[src/rtl/pipe_stage_reg_pkg.sv]
// Shared defaults and state encoding for every pipe_stage_reg instance (IF/ID, ID/EX, EX/MEM, MEM/WB).
package pipe_stage_reg_pkg;

  localparam int unsigned PIPE_CTRL_W = 16;
  localparam int unsigned PIPE_DATA_W = 128;
  localparam int unsigned PIPE_CNT_W  = 16;

  typedef enum logic [1:0] {
    ST_EMPTY = 2'd0,
    ST_FULL  = 2'd1,
    ST_SKID  = 2'd2
  } stage_state_e;

endpackage

[src/rtl/pipe_stage_reg_if.sv]
// Upstream/downstream handshake bundle of one pipeline stage.
interface pipe_stage_reg_if
  import pipe_stage_reg_pkg::*;
#(
  parameter int unsigned CTRL_W = PIPE_CTRL_W,
  parameter int unsigned DATA_W = PIPE_DATA_W
) ();

  logic              in_valid;
  logic              in_ready;
  logic [CTRL_W-1:0] in_ctrl;
  logic [DATA_W-1:0] in_data;
  logic              out_valid;
  logic              out_ready;
  logic [CTRL_W-1:0] out_ctrl;
  logic [DATA_W-1:0] out_data;

  // Surrounding pipeline: feeds the stage and consumes its output
  modport master (
    output in_valid, in_ctrl, in_data, out_ready,
    input  in_ready, out_valid, out_ctrl, out_data
  );

  // The stage register itself
  modport slave (
    input  in_valid, in_ctrl, in_data, out_ready,
    output in_ready, out_valid, out_ctrl, out_data
  );

endinterface

[src/rtl/pipe_stage_reg_sat_counter.sv]
// Saturating up-counter with synchronous clear taking priority over increment.
module sat_counter #(
  parameter int unsigned CNT_W = 16
) (
  input  logic             clk,
  input  logic             rst,
  input  logic             clr,
  input  logic             inc,
  output logic [CNT_W-1:0] count
);

  logic [CNT_W-1:0] r_count;

  always_ff @(posedge clk or negedge rst) begin
    if (!rst) begin
      r_count <= '0;
    end else if (clr) begin
      r_count <= '0;
    end else if (inc && (r_count != {CNT_W{1'b1}})) begin
      r_count <= r_count + CNT_W'(1);
    end
  end

  assign count = r_count;

endmodule

[src/rtl/pipe_stage_reg.sv]
// Pipeline stage register with valid/ready, flush-to-bubble, optional skid entry and stall/bubble counters.
// CTRL is cleared whenever the stage holds no valid instruction; DATA is left as-is.
module pipe_stage_reg
  import pipe_stage_reg_pkg::*;
#(
  parameter int unsigned CTRL_W = PIPE_CTRL_W,
  parameter int unsigned DATA_W = PIPE_DATA_W,
  parameter int unsigned SKID   = 1,
  parameter int unsigned CNT_W  = PIPE_CNT_W
) (
  input  logic             clk,
  input  logic             rst,
  pipe_stage_reg_if.slave  bus,
  input  logic             flush,
  input  logic             clr_cnt,
  output logic [CNT_W-1:0] stall_cnt,
  output logic [CNT_W-1:0] bubble_cnt
);

  logic              r_out_valid;
  logic [CTRL_W-1:0] r_main_ctrl;
  logic [DATA_W-1:0] r_main_data;
  logic              w_stall_inc;
  logic              w_bubble_inc;

  generate
    if (SKID == 0) begin : g_single
      logic w_in_xfer;
      logic w_out_xfer;

      assign bus.in_ready = bus.out_ready | ~r_out_valid;
      assign w_in_xfer    = bus.in_valid & bus.in_ready;
      assign w_out_xfer   = r_out_valid & bus.out_ready;

      always_ff @(posedge clk or negedge rst) begin
        if (!rst) begin
          r_out_valid <= 1'b0;
          r_main_ctrl <= '0;
          r_main_data <= '0;
        end else if (flush) begin
          r_out_valid <= 1'b0;
          r_main_ctrl <= '0;
        end else if (w_in_xfer) begin
          r_out_valid <= 1'b1;
          r_main_ctrl <= bus.in_ctrl;
          r_main_data <= bus.in_data;
        end else if (w_out_xfer) begin
          r_out_valid <= 1'b0;
          r_main_ctrl <= '0;
        end
      end
    end else begin : g_skid
      localparam logic [1:0] S_EMPTY = 2'(ST_EMPTY);
      localparam logic [1:0] S_FULL  = 2'(ST_FULL);
      localparam logic [1:0] S_SKID  = 2'(ST_SKID);

      logic [1:0]        r_state;
      logic [1:0]        w_state_nxt;
      logic              r_in_ready;
      logic [CTRL_W-1:0] r_skid_ctrl;
      logic [DATA_W-1:0] r_skid_data;
      logic              w_in_xfer;
      logic              w_out_xfer;
      logic              w_load_main;
      logic              w_load_skid;
      logic              w_skid_to_main;
      logic              w_clr_ctrl;

      assign bus.in_ready = r_in_ready;
      assign w_in_xfer    = bus.in_valid & r_in_ready;
      assign w_out_xfer   = r_out_valid & bus.out_ready;

      // State register; valid and ready are registered copies of the next-state decode
      always_ff @(posedge clk or negedge rst) begin
        if (!rst) begin
          r_state     <= S_EMPTY;
          r_in_ready  <= 1'b1;
          r_out_valid <= 1'b0;
        end else begin
          r_state     <= w_state_nxt;
          r_in_ready  <= (w_state_nxt != S_SKID);
          r_out_valid <= (w_state_nxt != S_EMPTY);
        end
      end

      always_comb begin
        w_state_nxt    = r_state;
        w_load_main    = 1'b0;
        w_load_skid    = 1'b0;
        w_skid_to_main = 1'b0;
        w_clr_ctrl     = 1'b0;
        if (flush) begin
          w_state_nxt = S_EMPTY;
          w_clr_ctrl  = 1'b1;
        end else begin
          case (r_state)
            S_EMPTY: begin
              if (w_in_xfer) begin
                w_state_nxt = S_FULL;
                w_load_main = 1'b1;
              end
            end
            S_FULL: begin
              if (w_in_xfer && w_out_xfer) begin
                w_load_main = 1'b1;
              end else if (w_out_xfer) begin
                w_state_nxt = S_EMPTY;
                w_clr_ctrl  = 1'b1;
              end else if (w_in_xfer) begin
                w_state_nxt = S_SKID;
                w_load_skid = 1'b1;
              end
            end
            S_SKID: begin
              if (w_out_xfer) begin
                w_state_nxt    = S_FULL;
                w_skid_to_main = 1'b1;
              end
            end
            default: begin
              w_state_nxt = S_EMPTY;
              w_clr_ctrl  = 1'b1;
            end
          endcase
        end
      end

      // Main holds what is presented downstream; the skid entry absorbs one extra beat
      always_ff @(posedge clk or negedge rst) begin
        if (!rst) begin
          r_main_ctrl <= '0;
          r_main_data <= '0;
          r_skid_ctrl <= '0;
          r_skid_data <= '0;
        end else begin
          if (w_clr_ctrl) begin
            r_main_ctrl <= '0;
          end else if (w_load_main) begin
            r_main_ctrl <= bus.in_ctrl;
          end else if (w_skid_to_main) begin
            r_main_ctrl <= r_skid_ctrl;
          end
          if (w_load_main) begin
            r_main_data <= bus.in_data;
          end else if (w_skid_to_main) begin
            r_main_data <= r_skid_data;
          end
          if (w_load_skid) begin
            r_skid_ctrl <= bus.in_ctrl;
            r_skid_data <= bus.in_data;
          end
        end
      end
    end
  endgenerate

  assign bus.out_valid = r_out_valid;
  assign bus.out_ctrl  = r_main_ctrl;
  assign bus.out_data  = r_main_data;

  assign w_stall_inc  = r_out_valid & ~bus.out_ready;
  assign w_bubble_inc = ~r_out_valid & bus.out_ready;

  sat_counter #(.CNT_W(CNT_W)) u_stall_cnt (
    .clk   (clk),
    .rst   (rst),
    .clr   (clr_cnt),
    .inc   (w_stall_inc),
    .count (stall_cnt)
  );

  sat_counter #(.CNT_W(CNT_W)) u_bubble_cnt (
    .clk   (clk),
    .rst   (rst),
    .clr   (clr_cnt),
    .inc   (w_bubble_inc),
    .count (bubble_cnt)
  );

endmodule

[src/flat_wrapper.sv]
// flat-port wrapper written by rule: the top's interface ports become plain ports
module pipe_stage_reg_flat import pipe_stage_reg_pkg::*;
#(
  parameter int unsigned CTRL_W = PIPE_CTRL_W,
  parameter int unsigned DATA_W = PIPE_DATA_W,
  parameter int unsigned SKID   = 1,
  parameter int unsigned CNT_W  = PIPE_CNT_W
)
  (clk, rst, flush, clr_cnt, stall_cnt, bubble_cnt, bus_in_valid, bus_in_ctrl, bus_in_data, bus_out_ready, bus_in_ready, bus_out_valid, bus_out_ctrl, bus_out_data);
  pipe_stage_reg_if #(.CTRL_W(CTRL_W), .DATA_W(DATA_W)) bus_i ();
  input  logic clk;
  input  logic rst;
  input  logic flush;
  input  logic clr_cnt;
  output logic [CNT_W-1:0] stall_cnt;
  output logic [CNT_W-1:0] bubble_cnt;
  input wire logic [$bits(bus_i.in_valid)-1:0] bus_in_valid;
  input wire logic [$bits(bus_i.in_ctrl)-1:0] bus_in_ctrl;
  input wire logic [$bits(bus_i.in_data)-1:0] bus_in_data;
  input wire logic [$bits(bus_i.out_ready)-1:0] bus_out_ready;
  output wire logic [$bits(bus_i.in_ready)-1:0] bus_in_ready;
  output wire logic [$bits(bus_i.out_valid)-1:0] bus_out_valid;
  output wire logic [$bits(bus_i.out_ctrl)-1:0] bus_out_ctrl;
  output wire logic [$bits(bus_i.out_data)-1:0] bus_out_data;
  assign bus_i.in_valid = bus_in_valid;
  assign bus_i.in_ctrl = bus_in_ctrl;
  assign bus_i.in_data = bus_in_data;
  assign bus_i.out_ready = bus_out_ready;
  assign bus_in_ready = bus_i.in_ready;
  assign bus_out_valid = bus_i.out_valid;
  assign bus_out_ctrl = bus_i.out_ctrl;
  assign bus_out_data = bus_i.out_data;
  pipe_stage_reg #(.CTRL_W(CTRL_W), .DATA_W(DATA_W), .SKID(SKID), .CNT_W(CNT_W)) u_core (.clk(clk), .rst(rst), .bus(bus_i), .flush(flush), .clr_cnt(clr_cnt), .stall_cnt(stall_cnt), .bubble_cnt(bubble_cnt));
endmodule
[config.mk]
export PLATFORM = sky130hd
export DESIGN_NAME = pipe_stage_reg_flat
export DESIGN_NICKNAME = d
export VERILOG_FILES = /design/src/rtl/pipe_stage_reg_pkg.sv /design/src/rtl/pipe_stage_reg_if.sv /design/src/rtl/pipe_stage_reg_sat_counter.sv /design/src/rtl/pipe_stage_reg.sv /design/src/flat_wrapper.sv
export SDC_FILE = /design/constraint.sdc
export NUM_CORES = 1
export LEC_CHECK = 0
export BUFFER_PORTS_ARGS = -buffer_cell sky130_fd_sc_hd__buf_2
export CAP_MARGIN = 25
export CELL_PAD_IN_SITES_DETAIL_PLACEMENT = 2
export CELL_PAD_IN_SITES_GLOBAL_PLACEMENT = 2
export CORE_AREA = 2 2 209 211
export CTS_CLUSTER_DIAMETER = 80
export DETAILED_ROUTE_END_ITERATION = 16
export DIE_AREA = 0 0 211 213
export GPL_TIMING_DRIVEN = 0
export PLACE_DENSITY_LB_ADDON = 0.1
export SLEW_MARGIN = 20
export SYNTH_ARGS = -nofsm -noshare
export SYNTH_HDL_FRONTEND = slang
export SYNTH_HIERARCHICAL = 1
export SYNTH_SLANG_ARGS = --single-unit
[constraint.sdc]
create_clock -name clk -period 3.62 [get_ports clk]
set_clock_uncertainty 0.15 [all_clocks]
set_input_delay 0.543 -clock clk [delete_from_list [all_inputs] [get_ports clk]]
set_output_delay 0.543 -clock clk [all_outputs]
set_load 0.005 [all_outputs]
Yosys cells after proc, flatten, opt, wreduce, memory -nomap -nowiden. Index checks and enable logic that the tools add are counted.

Register bits after elaboration: 324. Input port bits: 150. Output and inout bits: 178.

Add/sub/neg operators: 2. Equality and inequality tests: 5. Mux-type cells: 30. Bitwise logic cells: 6. Reductions and logical operators: 10.

Operators by type and width (number): $mux 128 (2); $mux 16 (7); $add 16x1->16 const B (2); $ne 16x16->1 const B (2); $mux 1 (12); $mux 2 (6); $reduce_bool 2->1 (4); $pmux 2 s3 (1); $and 1x1->1 (4); $pmux 1 s2 (2); $logic_and 1x1->1 (3); $reduce_bool 3->1 (1); $eq 2x1->1 const B (1); $eq 2x2->1 const B (1); $logic_not 2->1 (1); $ne 2x2->1 const B (1); $not 1->1 (2); $reduce_or 2->1 (1).

Depth between registers and ports, before layout.
Word-level depth: 7. Mapped depth: 8. Mapped depth without buffers: 5.

By module. Netlist, hierarchy kept.

Modules (own cells, without submodules): pipe_stage_reg (times used 1, cells an instance 796, area an instance 12904.9 µm², sequential area each 7308.3 µm²); sat_counter (times used 2, cells an instance 98, area an instance 942.2 µm², sequential area each 400.4 µm²).

Worst setup path after synthesis. Ideal clock, no wire load.

Path kind: input-to-reg. From: input port bus_out_ready. To: register u_core.r_main_data[100], in the netlist u_core/bus.out_data[100]. Setup time: 0.125 ns. Data arrival time: 1.803 ns. Slack: 1.542 ns. Stages: 7. Path through: a21bo_2 -> nand3b_1 -> buf_4 -> buf_6 -> buf_8 -> mux2_4 -> mux2_4.

Longest elaborated chain between the ends: 6. Elaborated cells between the ends (all ways): 10. Classes of those cells: mux: 7; bitwise: 1; reduce/logical: 2.

RTL lines: start, declared (line flat_wrapper.sv:20) `input wire logic [$bits(bus_i.out_ready)-1:0] bus_out_ready;`; $and 1x1->1 (*) (line pipe_stage_reg.sv:71) `assign w_out_xfer = r_out_valid & bus.out_ready;`; $logic_and 1x1->1 (line pipe_stage_reg.sv:104) `if (w_in_xfer && w_out_xfer) begin`; $mux 1 (line pipe_stage_reg.sv:104); $pmux 1 s2 (line pipe_stage_reg.sv:96) `case (r_state)`; $mux 1 (line pipe_stage_reg.sv:92) `if (flush) begin`; $mux 128 / $reduce_bool 2->1 (equally long branches); end signal, assigned (line pipe_stage_reg.sv:144) `r_main_data <= bus.in_data;`; end signal, assigned (line pipe_stage_reg.sv:146) `r_main_data <= r_skid_data;`; end, declared (line pipe_stage_reg.sv:22) `logic [DATA_W-1:0] r_main_data;`.

Every way passes the cells marked *; elsewhere a longest branch is shown, timed or not. A chain may end at the register's enable or synchronous reset.

Final worst setup path.
From: register u_core.g_skid.r_state[1]. To: register u_core.g_skid.r_skid_ctrl[11].

Longest elaborated chain between the ends: 3.

RTL lines: start, declared (line pipe_stage_reg.sv:57) `logic [1:0] r_state;`; start signal, assigned (line pipe_stage_reg.sv:80) `r_state <= w_state_nxt;`; $eq 2x1->1 (line pipe_stage_reg.sv:96); $mux 1 (line pipe_stage_reg.sv:96); $mux 1 (line pipe_stage_reg.sv:92); end signal, assigned (line pipe_stage_reg.sv:149) `r_skid_ctrl <= bus.in_ctrl;`; end, declared (line pipe_stage_reg.sv:60) `logic [CTRL_W-1:0] r_skid_ctrl;`.

Every way passes these cells.

==> impl_metrics.tcl <==
set metrics [dict create \
    outcome "complete, no violations" \
    syn_area_um2 14800 \
    cp_cell_sequence "and3b_1 -> and2_1 -> nand2_1 -> buf_2 -> buf_4 -> mux2_2" \
    core_um2 42700 \
    dpl_cell_area_um2 17200 \
    yosysSeqAreaShare_pct 54.8 \
    crit_fanout 10 \
    switching_share_pct 27.1 \
    use_met1_pct 22.8 \
    setup_violations 0 \
    initial_core_util_pct 34.6 \
    cts_root_buffer "clkbuf_16" \
    cts_setup_buffers 0 \
    drive_gt1_share_pct 61.6 \
    cts_tree "yes" \
    slowest_stage "nand2_1" \
    grt-busiest-layer "met2" \
    hpwl_mm 29.0 \
    powerDensity_nw_per_um2 777 \
    stdcell_area_um2 18700 \
    netSwitchingPower_w 0.00393 \
    hp-start "bus_in_data[52]" \
    clkPwrFrac_pct 29.4 \
    fmax_mhz 386 \
    grt_max_degree 91 \
    syn_nets 1144 \
    initialDrtViolationCount 305 \
    overflow 0 \
    ios 328 \
    wire_per_inst_um 21.0 \
    clock_sinks 324 \
    pwr-share-comb_pct 29.3 \
    peakVddDrop_uv 360 \
    dpl_worst_slack_ns 0.708 \
    synthMuxAreaShare_pct 34.3 \
    synth_cells 992 \
    tightest_slew_ns 0.698 \
    area_delta_synth_final_pct 26.2 \
    cp.required_ns 3.89 \
    drt-vias-per-instance 4.99 \
    finalCriticalPeriod_ns 2.59 \
    hold_viol_final 0 \
    rows 76 \
    worst_hold_path_type "input pin to register" \
    tns_ns 0 \
    cts_made_buffers 40 \
    max_cap_viol_count 0 \
    worst_slack_ns 1.03 \
    finalMaxSlewViolations 0 \
    grtUsageMet2_pct 30.2 \
    worst-r2r-setup-slack_ns 1.03 \
    synth-simple-area-share_pct 4.47 \
    yosysWarnings 6 \
    hold_end "u_core/g_skid.r_skid_data[52]" \
    slew-limit-headroom_pct 53.5 \
    ctsHtreeMaxLevel 2 \
    crit_family "simple AND/OR/NAND/NOR gates" \
    grt_pass1_wl_mm 63.7 \
    whs_path_depth 2 \
    cts_resized 0 \
    path_clk_slew_ns 0.06 \
    dieArea_um2 44900 \
    critPathMaxStageDelay_ns 0.43 \
    setup.worst_path.start_class "register" \
    synth_xor_area_share_pct 0.118 \
    routed_wl_mm 41.0 \
    power_leakage_nw 8.93 \
    r2r-end "u_core/g_skid.r_skid_ctrl[11]" \
    worstPathArrival_ns 2.87 \
    synth_seq_cells 324 \
    pwr-share-seq_pct 41.3 \
    synth-compound-area-share_pct 3.37 \
    die_y_um 213 \
    grt_setup_unrepaired "false" \
    antenna_found_initial 20 \
    fin_nets 1517 \
    drc_errors 0 \
    reg2regPathDepth 6 \
    cts_hold_buf 1 \
    fillers 4232 \
    numPortBuffers 327 \
    grt_pass1_vias 10900 \
    layout_commonest_cell "buf_2" \
    synth_top_family_by_area "multiplexers" \
    die_w_um 211 \
    met3_usage_pct 6.24 \
    insertion_delay_ns 0.54 \
    synth_cell_types 44 \
    antenna_left 0 \
    fin_crit_sh_pct 71.6 \
    synth.avg_cell_area_um2 14.9 \
    place_congestion 0.720 \
    cp-end-kind "register" \
    drtPass1Iterations 4 \
    synth-adder-area-share_pct 0.169 \
    intPower_w 0.0106 \
    path_class "register to register" \
    cts_buffer_depth 3 \
    r2r-start "u_core/g_skid.r_state[1]" \
    path_buf_inv 2 \
    vias 9724 \
    gr-usage-all-layers_pct 18.3 \
    final_cell_mix "353 x buf_2, 323 x dfrtp_1, 314 x mux2_2, 86 x mux2_4, 42 x clkbuf_16" \
]
## how the worst max path moves through the flow
| stage | startpoint | to | slack [ns] | cells past startpoint |
|---|---|---|---|---|
| finish | u_core/g_skid.r_state[1] | u_core/g_skid.r_skid_ctrl[11] | 1.03 | 6 |
| global route | u_core/g_skid.r_state[1] | u_core/g_skid.r_skid_ctrl[11] | 0.86 | 6 |
| CTS | u_core/g_skid.r_state[1] | u_core/g_skid.r_skid_ctrl[11] | 0.91 | 6 |
| detailed placement | bus_in_valid | u_core/g_skid.r_skid_ctrl[11] | 0.71 | 7 |
| global placement | rst | u_core/bus.out_data[41] | -5.02 | 1 |
| floorplan | bus_out_ready | u_core/bus.out_data[100] | 1.54 | 7 |
## logic make-up after synthesis
kind of cell / count (synthesis)
mux: 424
flops: 324
simple gates: 104
compound gates: 72
buf+inv: 64
xor+xnor: 2
fa+ha+maj: 2
## sequential cells by signal (all words and copies together) (netlist names)
| signal | flops |
|---|---|
| u_core/bus.out_data | 128 |
| u_core/g_skid.r_skid_data | 128 |
| u_core/bus.out_ctrl | 16 |
| u_core/g_skid.r_skid_ctrl | 16 |
| u_core/u_bubble_cnt/count | 16 |
| u_core/u_stall_cnt/count | 16 |
| u_core/g_skid.r_state | 2 |
| u_core/bus.in_ready | 1 |
| u_core/bus.out_valid | 1 |
## Yosys cell counts (all sizes together)
master   instances  area, um^2
a211oi           2        25.0
a21bo            1        10.0
a21o             1        7.51
a21oi           24         120
a22oi            1        7.51
and2             1        6.26
and3             4        25.0
and3b            1        8.76
and4             4        40.0
buf             47         338
clkbuf          10        37.5
dfrtp          323        8080
dfstp            1        26.3
ha               2        25.0
inv              7        26.3
mux2           408        4920
mux2i           16         160
nand2           16        60.1
nand3            7        35.0
nand3b           3        22.5
nand4           14         100
nor2            11        41.3
nor2b           11        68.8
nor3             2        10.0
nor4            10        92.6
o211ai           2        25.0
o21a             1        7.51
o21ai           10        50.1
o2bb2ai         16         140
o31ai           14         105
or3              6        40.0
or4             14         110
xnor2            1        8.76
xor2             1        8.76
## metrics by stage
step / total power (W) / hold slack, ns / utilization, % / cells
5_1_grt: 0.0154 / 0.0714 / 43.7 / 1945
4_1_cts: 0.0148 / 0.0506 / 43.7 / 1943
3_3_place_gp: 0.0101 / 0.319 / 40.1 / 1865
6_report: 0.0145 / 0.0939 / 43.7 / 1950
2_1_floorplan: 0.00862 / 0.0974 / - / 992
3_5_place_dp: 0.0104 / 0.321 / 40.3 / 1868
## metal layers
| metal | routed length (um) | share of wire [%] |
|---|---|---|
| met3 | 2970 | 7.2 |
| met2 | 20000 | 49 |
| met5 | 154 | 0.38 |
| met4 | 787 | 1.9 |
| met1 | 17200 | 42 |
## area by class of cell
cell class | count | area [um^2] | share of cell area [%]
inverters | 7 | 26.3 | 0.141
clock inverters | 9 | 163 | 0.872
flip-flops and latches | 324 | 8110 | 43.5
clock buffers | 65 | 1270 | 6.79
repair buffers | 331 | 1740 | 9.32
plain buffers | 57 | 375 | 2.01
multi-input cells | 604 | 6280 | 33.6
well taps | 546 | 683 | 3.66
diodes | 7 | 17.5 | 0.0939
## power by group through the flow
stage / combinational [W] / sequential [W] / clock, W
finish: 0.00425 / 0.00599 / 0.00427
detailed placement: 0.00433 / 0.00605 / 0
CTS: 0.00435 / 0.00601 / 0.00443
global route: 0.00467 / 0.00622 / 0.00456
global placement: 0.00417 / 0.00594 / 0
floorplan: 0.00269 / 0.00593 / 0
No activity file was read; power rests on OpenSTA's default activity.
